==> config.mk <==
export PLATFORM = sky130hd
export DESIGN_NAME = motor_drive_flat
export DESIGN_NICKNAME = d
export VERILOG_FILES = /design/src/rtl/motor_drive_if.sv /design/src/rtl/motor_drive.sv /design/src/flat_wrapper.sv
export SDC_FILE = /design/constraint.sdc
export NUM_CORES = 1
export LEC_CHECK = 0
export ABC_AREA = 1
export CAP_MARGIN = 10
export CORE_ASPECT_RATIO = 0.8
export CORE_MARGIN = 3
export CORE_UTILIZATION = 45
export CTS_BUF_LIST = sky130_fd_sc_hd__clkbuf_16
export DETAILED_ROUTE_END_ITERATION = 10
export HOLD_SLACK_MARGIN = 0.05
export SLEW_MARGIN = 10
export SYNTH_ARGS = -nofsm -noshare
export SYNTH_HDL_FRONTEND = slang
export SYNTH_SLANG_ARGS = --single-unit
==> constraint.sdc <==
create_clock -name clk -period 4 [get_ports clk]
set_clock_uncertainty 0.05 [all_clocks]
set_input_delay 0.6 -clock clk [delete_from_list [all_inputs] [get_ports clk]]
set_output_delay 0.6 -clock clk [all_outputs]
set_load 0.01 [all_outputs]
==> src/rtl/motor_drive_if.sv <==
`default_nettype none
// ============================================================================
// Module      : motor_drive_if
// Description : Command and wheel-drive bundle between the line-tracker
//               policy block (master) and the motor driver (slave).
// Revision    : 1.0 - initial release
// ============================================================================
interface motor_drive_if;
  logic [1:0] state;        // 00 turn_left, 01 turn_right, 10 go_straight, 11 stop
  logic       enable;       // 0 forces stop behaviour
  logic       left_pwm;
  logic       right_pwm;
  logic [1:0] left_motor;   // 10 forward, 01 reverse, 00 coast
  logic [1:0] right_motor;
  logic       settled;

  modport master (
    output state, enable,
    input  left_pwm, right_pwm, left_motor, right_motor, settled
  );

  modport slave (
    input  state, enable,
    output left_pwm, right_pwm, left_motor, right_motor, settled
  );
endinterface
`default_nettype wire

==> src/rtl/motor_drive.sv <==
`default_nettype none
// ============================================================================
// Module      : motor_drive
// Description : Steering command to dual H-bridge driver. Debounces the
//               command, generates glitch-free PWM per wheel and ramps each
//               wheel duty towards its target once per PWM period.
//               Optional macro MOTOR_PIVOT_TURN_EN: inner wheel of a turn
//               runs in reverse, with a down / coast-hold / up sequence on
//               every direction flip.
// Revision    : 1.0 - initial release
// ============================================================================
module motor_drive #(
  parameter int PWM_BITS    = 10,
  parameter int DUTY_FAST   = 700,
  parameter int DUTY_SLOW   = 400,
  parameter int RAMP_STEP   = 16,
  parameter int HOLD_CYCLES = 4
) (
  input  wire logic    clk,
  input  wire logic    reset,
  motor_drive_if.slave bus
);
  // Duties carry one extra bit so ramp arithmetic can never wrap.
  localparam int DW = PWM_BITS + 1;
  localparam int HW = $clog2(HOLD_CYCLES + 1);

  localparam logic [1:0]          c_cmd_stop  = 2'b11;
  localparam logic [1:0]          c_dir_fwd   = 2'b10;
  localparam logic [1:0]          c_dir_coast = 2'b00;
  localparam logic [DW-1:0]       c_fast      = DW'(DUTY_FAST);
  localparam logic [DW-1:0]       c_slow      = DW'(DUTY_SLOW);
  localparam logic [DW-1:0]       c_step      = DW'(RAMP_STEP);
  localparam logic [HW-1:0]       c_hold_last = HW'(HOLD_CYCLES - 1);
  localparam logic [PWM_BITS-1:0] c_cnt_max   = '1;

`ifdef MOTOR_PIVOT_TURN_EN
  localparam logic [1:0] c_dir_rev = 2'b01;

  typedef enum logic [1:0] {
    ST_FWD       = 2'd0,
    ST_DOWN      = 2'd1,
    ST_ZERO_HOLD = 2'd2,
    ST_REV       = 2'd3
  } wheel_st_t;
`endif

  logic [PWM_BITS-1:0] r_cnt;
  logic [1:0]          r_cand;
  logic [1:0]          r_active;
  logic [HW-1:0]       r_hold;
  logic                w_wrap;
  logic [1:0]          w_eff;
  logic                w_stop;

  assign w_wrap = (r_cnt == c_cnt_max);
  assign w_eff  = bus.enable ? r_active : c_cmd_stop;
  assign w_stop = (w_eff == c_cmd_stop);

  // Move cur one step towards tgt, snapping when within one step.
  function automatic logic [DW-1:0] f_ramp(input logic [DW-1:0] cur,
                                           input logic [DW-1:0] tgt);
    logic [DW-1:0] res;
    if (tgt > cur) res = ((tgt - cur) <= c_step) ? tgt : cur + c_step;
    else           res = ((cur - tgt) <= c_step) ? tgt : cur - c_step;
    return res;
  endfunction

  // Free-running PWM period counter.
  always_ff @(posedge clk or posedge reset) begin
    if (reset) r_cnt <= '0;
    else       r_cnt <= r_cnt + 1'b1;
  end

  // Debounce: a command must sit unchanged in the candidate register before
  // it replaces the active command.
  always_ff @(posedge clk or posedge reset) begin
    if (reset) begin
      r_cand   <= c_cmd_stop;
      r_hold   <= '0;
      r_active <= c_cmd_stop;
    end else if (bus.state != r_cand) begin
      r_cand <= bus.state;
      r_hold <= '0;
    end else if (r_hold == c_hold_last) begin
      r_active <= r_cand;
    end else begin
      r_hold <= r_hold + 1'b1;
    end
  end

  // Wheel 0 is left, wheel 1 is right; a wheel is the inner one when the
  // command turns towards its side (turn_left = 00, turn_right = 01).
  for (genvar w = 0; w < 2; w++) begin : g_wheel
    logic [DW-1:0] r_duty;
    logic          r_pwm;
    logic [1:0]    w_motor;
    logic [DW-1:0] w_tgt;
    logic          w_inner;
    logic          w_ok;

    assign w_inner = (w_eff == 2'(w));
    assign w_ok    = (r_duty == w_tgt);

    // Target duty magnitude for the effective command.
    always_comb begin
      w_tgt = c_fast;
      if (w_stop)       w_tgt = '0;
      else if (w_inner) w_tgt = c_slow;
    end

    // Registered compare keeps the PWM output free of decode glitches.
    always_ff @(posedge clk or posedge reset) begin
      if (reset) r_pwm <= 1'b0;
      else       r_pwm <= ({1'b0, r_cnt} < r_duty);
    end

`ifdef MOTOR_PIVOT_TURN_EN
    wheel_st_t     r_st;
    logic [1:0]    r_dir;
    logic [DW-1:0] w_down;

    assign w_down  = f_ramp(r_duty, '0);
    assign w_motor = (r_duty != '0) ? r_dir : c_dir_coast;

    // Direction FSM: a flip ramps to zero, coasts a full period, then ramps
    // up the other way, so 10 and 01 are never adjacent on the pins.
    always_ff @(posedge clk or posedge reset) begin
      if (reset) begin
        r_st   <= ST_ZERO_HOLD;
        r_dir  <= c_dir_coast;
        r_duty <= '0;
      end else if (w_stop) begin
        r_st   <= ST_ZERO_HOLD;
        r_dir  <= c_dir_coast;
        r_duty <= '0;
      end else if (w_wrap) begin
        case (r_st)
          ST_ZERO_HOLD: begin
            r_duty <= f_ramp(r_duty, w_tgt);
            r_st   <= w_inner ? ST_REV : ST_FWD;
            r_dir  <= w_inner ? c_dir_rev : c_dir_fwd;
          end
          ST_FWD: begin
            if (w_inner) begin
              r_duty <= w_down;
              r_st   <= (w_down == '0) ? ST_ZERO_HOLD : ST_DOWN;
            end else begin
              r_duty <= f_ramp(r_duty, w_tgt);
            end
          end
          ST_REV: begin
            if (!w_inner) begin
              r_duty <= w_down;
              r_st   <= (w_down == '0) ? ST_ZERO_HOLD : ST_DOWN;
            end else begin
              r_duty <= f_ramp(r_duty, w_tgt);
            end
          end
          default: begin
            r_duty <= w_down;
            if (w_down == '0) begin
              r_st  <= ST_ZERO_HOLD;
              r_dir <= c_dir_coast;
            end
          end
        endcase
      end
    end
`else
    assign w_motor = (r_duty != '0) ? c_dir_fwd : c_dir_coast;

    // Duty ramp: stop clears at once, otherwise step only at period wrap.
    always_ff @(posedge clk or posedge reset) begin
      if (reset)       r_duty <= '0;
      else if (w_stop) r_duty <= '0;
      else if (w_wrap) r_duty <= f_ramp(r_duty, w_tgt);
    end
`endif
  end

  assign bus.left_pwm    = g_wheel[0].r_pwm;
  assign bus.right_pwm   = g_wheel[1].r_pwm;
  assign bus.left_motor  = g_wheel[0].w_motor;
  assign bus.right_motor = g_wheel[1].w_motor;
  assign bus.settled     = g_wheel[0].w_ok & g_wheel[1].w_ok;
endmodule
`default_nettype wire

==> src/flat_wrapper.sv <==
// flat-port wrapper written by rule: the top's interface ports become plain ports
module motor_drive_flat 
#(
  parameter int PWM_BITS    = 10,
  parameter int DUTY_FAST   = 700,
  parameter int DUTY_SLOW   = 400,
  parameter int RAMP_STEP   = 16,
  parameter int HOLD_CYCLES = 4
)
  (clk, reset, bus_state, bus_enable, bus_left_pwm, bus_right_pwm, bus_left_motor, bus_right_motor, bus_settled);
  motor_drive_if bus_i ();
  input  wire logic clk;
  input  wire logic reset;
  input wire logic [$bits(bus_i.state)-1:0] bus_state;
  input wire logic [$bits(bus_i.enable)-1:0] bus_enable;
  output wire logic [$bits(bus_i.left_pwm)-1:0] bus_left_pwm;
  output wire logic [$bits(bus_i.right_pwm)-1:0] bus_right_pwm;
  output wire logic [$bits(bus_i.left_motor)-1:0] bus_left_motor;
  output wire logic [$bits(bus_i.right_motor)-1:0] bus_right_motor;
  output wire logic [$bits(bus_i.settled)-1:0] bus_settled;
  assign bus_i.state = bus_state;
  assign bus_i.enable = bus_enable;
  assign bus_left_pwm = bus_i.left_pwm;
  assign bus_right_pwm = bus_i.right_pwm;
  assign bus_left_motor = bus_i.left_motor;
  assign bus_right_motor = bus_i.right_motor;
  assign bus_settled = bus_i.settled;
  motor_drive #(.PWM_BITS(PWM_BITS), .DUTY_FAST(DUTY_FAST), .DUTY_SLOW(DUTY_SLOW), .RAMP_STEP(RAMP_STEP), .HOLD_CYCLES(HOLD_CYCLES)) u_core (.clk(clk), .reset(reset), .bus(bus_i));
endmodule
==> summary.md <==
| Metric | Value |
|---|---|
| Worst Path Arrival | `3600 ps` |
| Final setup fails | `0` |
| Antenna cells | `0` |
| Avg Synthesized Cell Area | `6.36 µm²` |
| RSZ-0062 raised after global routing | `no` |
| Routed WL | `11800 µm` |
| Initial antenna violation count | `0` |
| Max Used Layer | `met4` |
| IO Pins | `12` |
| Final ANT Viol Nets | `0` |
| Post-synth top cells | `213 x nand2_1, 83 x inv_1, 69 x nand3_1` |
| Crit path from | `bus_enable` |
| Worst setup path class | `in -> reg` |
| Synthesis warning total | `0` |
| Setup slack, reg-to-reg | `640 ps` |
| CP startpoint kind | `input port` |
| Hold_ws | `403 ps` |
| HP Start | `u_core.r_cnt[0]$_DFF_PP0_` |
| Min cycle time layout | `3480 ps` |
| Most used DFF post-synth | `dfrtp_1` |
| Top post-synthesis cells by area | `nand2_1 20%, dfrtp_1 19%, ha_1 13%` |
| Layout Area Growth over Synthesis | `12.4%` |
| Post-synthesis register bit count | `35` |
| Final Cycle Share | `0.869` |
| Clock share of power | `0.172` |
| Hold EP | `u_core.r_cnt[0]$_DFF_PP0_` |
| Core area | `0.00867 mm²` |
| Reg2Reg Launch Point | `u_core.r_active[0]$_DFFE_PP1P_` |
| Cell taking the most area after synthesis | `nand2_1` |
| Clock buffer depth | `2` |
| P per Cell Area | `469 mW/mm²` |
| WL/cell | `15.1 µm` |
| Switching pwr | `0.00107 W` |
| Least-Margin Pin Slew | `863 ps` |
| I/O Buffers | `9` |
| Hold crit path type | `reg -> reg` |
| Post-DP HPWL | `9500 µm` |
| IR drop worst, VDD | `0.273 mV` |
| Ys async rst share | `1.00` |
| Setup bufs post-CTS | `0` |
| CTS tree | `built` |
| Share of power burned in combinational logic | `0.645` |
| Global-route wire length before repair | `19700 µm` |
| Slew Viols, Final | `0` |
| Sw Ratio | `0.496` |
| Synthesized area | `0.00409 mm²` |
| Total gr overflow | `0` |
| Reg power frac | `0.184` |
| CTS Sinks | `35` |
| Gate Count Post-Synth | `643` |
| Placer Congestion | `0.935` |
| Status | `finished clean` |
| Total CTS buffers | `5` |
| Root buffer cell | `clkbuf_16` |
| Worst setup EP type | `register` |
| Metal-1 WL | `5820 µm` |
| Hold_buf cts | `0` |
| Met2 wire length | `5050 µm` |
| Reg-to-Reg End | `u_core.g_wheel[0].r_duty[2]$_DFFE_PP0P_` |
| Fin. Hold Viols | `0` |
| Register area share after synthesis | `0.215` |
| Synth top area share | `0.196` |
| Setup TNS Final | `0 ps` |
| Number of cell rows | `30` |
| Share of cells above drive strength 1 | `0.104` |
| # resized after CTS | `0` |
| Largest net degree at the start of global routing | `36` |
| Crit Path Max Fanout | `10` |
| Leakage | `2.65 nW` |
| Routed wl met3 | `820 µm` |
| Internal power | `0.00108 W` |
| Vias | `4138` |
| Worst R2R Path Depth | `19` |
| Initial Utilization | `0.472` |
| Layout Nets | `723` |
| Slew HR | `0.422` |
| Die height | `91.3 µm` |
| Hold path cells | `1` |
| Die area | `0.0103 mm²` |
| Overall Global Routing Usage | `0.235` |
| EDFF count, synth | `0` |
| Worst-path clk slew | `50 ps` |
| Count leader, synth | `nand2_1` |
| Fmax | `0.288 GHz` |
| DR iter-0 viols | `477` |
| Drt first pass iters | `5` |
| Die W | `113 µm` |
| Max Cap Viol | `0` |
| Required @ worst endpoint | `4120 ps` |
| Distinct cells, synth | `36` |
| Number of global-route vias before repair | `3954` |
| Later-pin clock latency in the skew report | `280 ps` |
| H-tree Lvls | `2` |
| Power Total | `0.00215 W` |
| Via density | `5.27` |
| Residual DRC | `0` |
==> worst max-delay path: stages <==
cell and delay, ps:
clkdlybuf4s50_1 470, nand2_1 100, ha_1 170, clkinv_1 160, buf_4 190, ha_1 280, buf_4 150, nand2_1 130
nand3_1 130, nand2_1 120, nand3_1 70, nand2_1 70, inv_1 40, nor2_1 300, nand2_2 230, nor2_1 170
o21ai_0 90, nand2_1 70, nand2_1 50
==> power groups by stage <==
stage | Combinational (W) | Clock [W] | Sequential [W]
6_report | 0.00139 | 0.000369 | 0.000396
3_3_place_gp | 0.00135 | 0 | 0.000401
5_1_grt | 0.00157 | 0.000394 | 0.000398
3_5_place_dp | 0.00136 | 0 | 0.000401
2_1_floorplan | 0.000968 | 0 | 0.000394
4_1_cts | 0.00137 | 0.000379 | 0.000395
==> worst max-delay path by stage <==
stage,slack (ps),depth (start not counted),endpoint
finish,520,19,u_core.g_wheel[0].r_duty[2]$_DFFE_PP0P_
global route,180,20,u_core.g_wheel[0].r_duty[2]$_DFFE_PP0P_
CTS,50,12,bus_settled
detailed placement,70,12,bus_settled
global placement,120,12,bus_settled
floorplan,790,10,bus_settled
==> logic make-up after synthesis <==
group	count (synthesis)	synth area share
xor+xnor	30	0.0643
buf+inv	103	0.0970
other cells	1	0.000917
compound gates	53	0.0734
flops	35	0.215
fa+ha+maj	46	0.144
simple gates	375	0.405
==> sequential cells by signal, indices dropped and copies added (netlist names) <==
signal,flops
u_core.bus.right_pwm,1
u_core.bus.left_pwm,1
u_core.r_hold,3
u_core.r_cnt,10
u_core.r_active,2
u_core.r_cand,2
u_core.g_wheel.r_duty,16
==> layout by cell type, fill, tap and decap left out, types with 5 or more instances in the layout <==
cell type        netlist  routed
dfrtp_1               31      31
o21ai_1                8       8
nand4_1               11      11
ha_1                  44      44
o21ai_0               14      14
nand3_1               69      69
nor3_1                 9       9
nor2_1                43      43
nor2_2                 5       5
xnor2_1                5       5
buf_4                  2      24
inv_2                  6       6
inv_1                 83      85
nand2_1              213     213
a21oi_1               18      18
clkbuf_16              0       5
nand2_2                8       8
o21bai_1               5       5
clkdlybuf4s50_1        0       8
xor2_1                25      25
==> metrics by stage <==
stage               worst slack [ps]   util  instance area (µm²)  std cells
floorplan                        789      -                 4090        644
CTS                             48.1  0.529                 4590        785
finish                           524  0.530                 4600        785
global route                     182  0.530                 4600        785
detailed placement              65.5  0.513                 4450        777
global placement                 123  0.513                 4450        777
==> final cells by class <==
type | count | area [µm²]
multi-input cells | 506 | 2820
well taps | 112 | 140
flip-flops and latches | 35 | 881
clock inverters | 3 | 12.5
repair buffers | 33 | 273
inverters | 91 | 343
clock buffers | 5 | 125
fillers | 874 | 4080
==> metal layers <==
layer / up-vias / global-route usage
met4: 0 / 0.0490
met1: 1868 / 0.342
met5: - / 0
met2: 141 / 0.357
met3: 19 / 0.0500
li1: 2110 / -
Note: power is estimated with default switching activity, not from simulation.
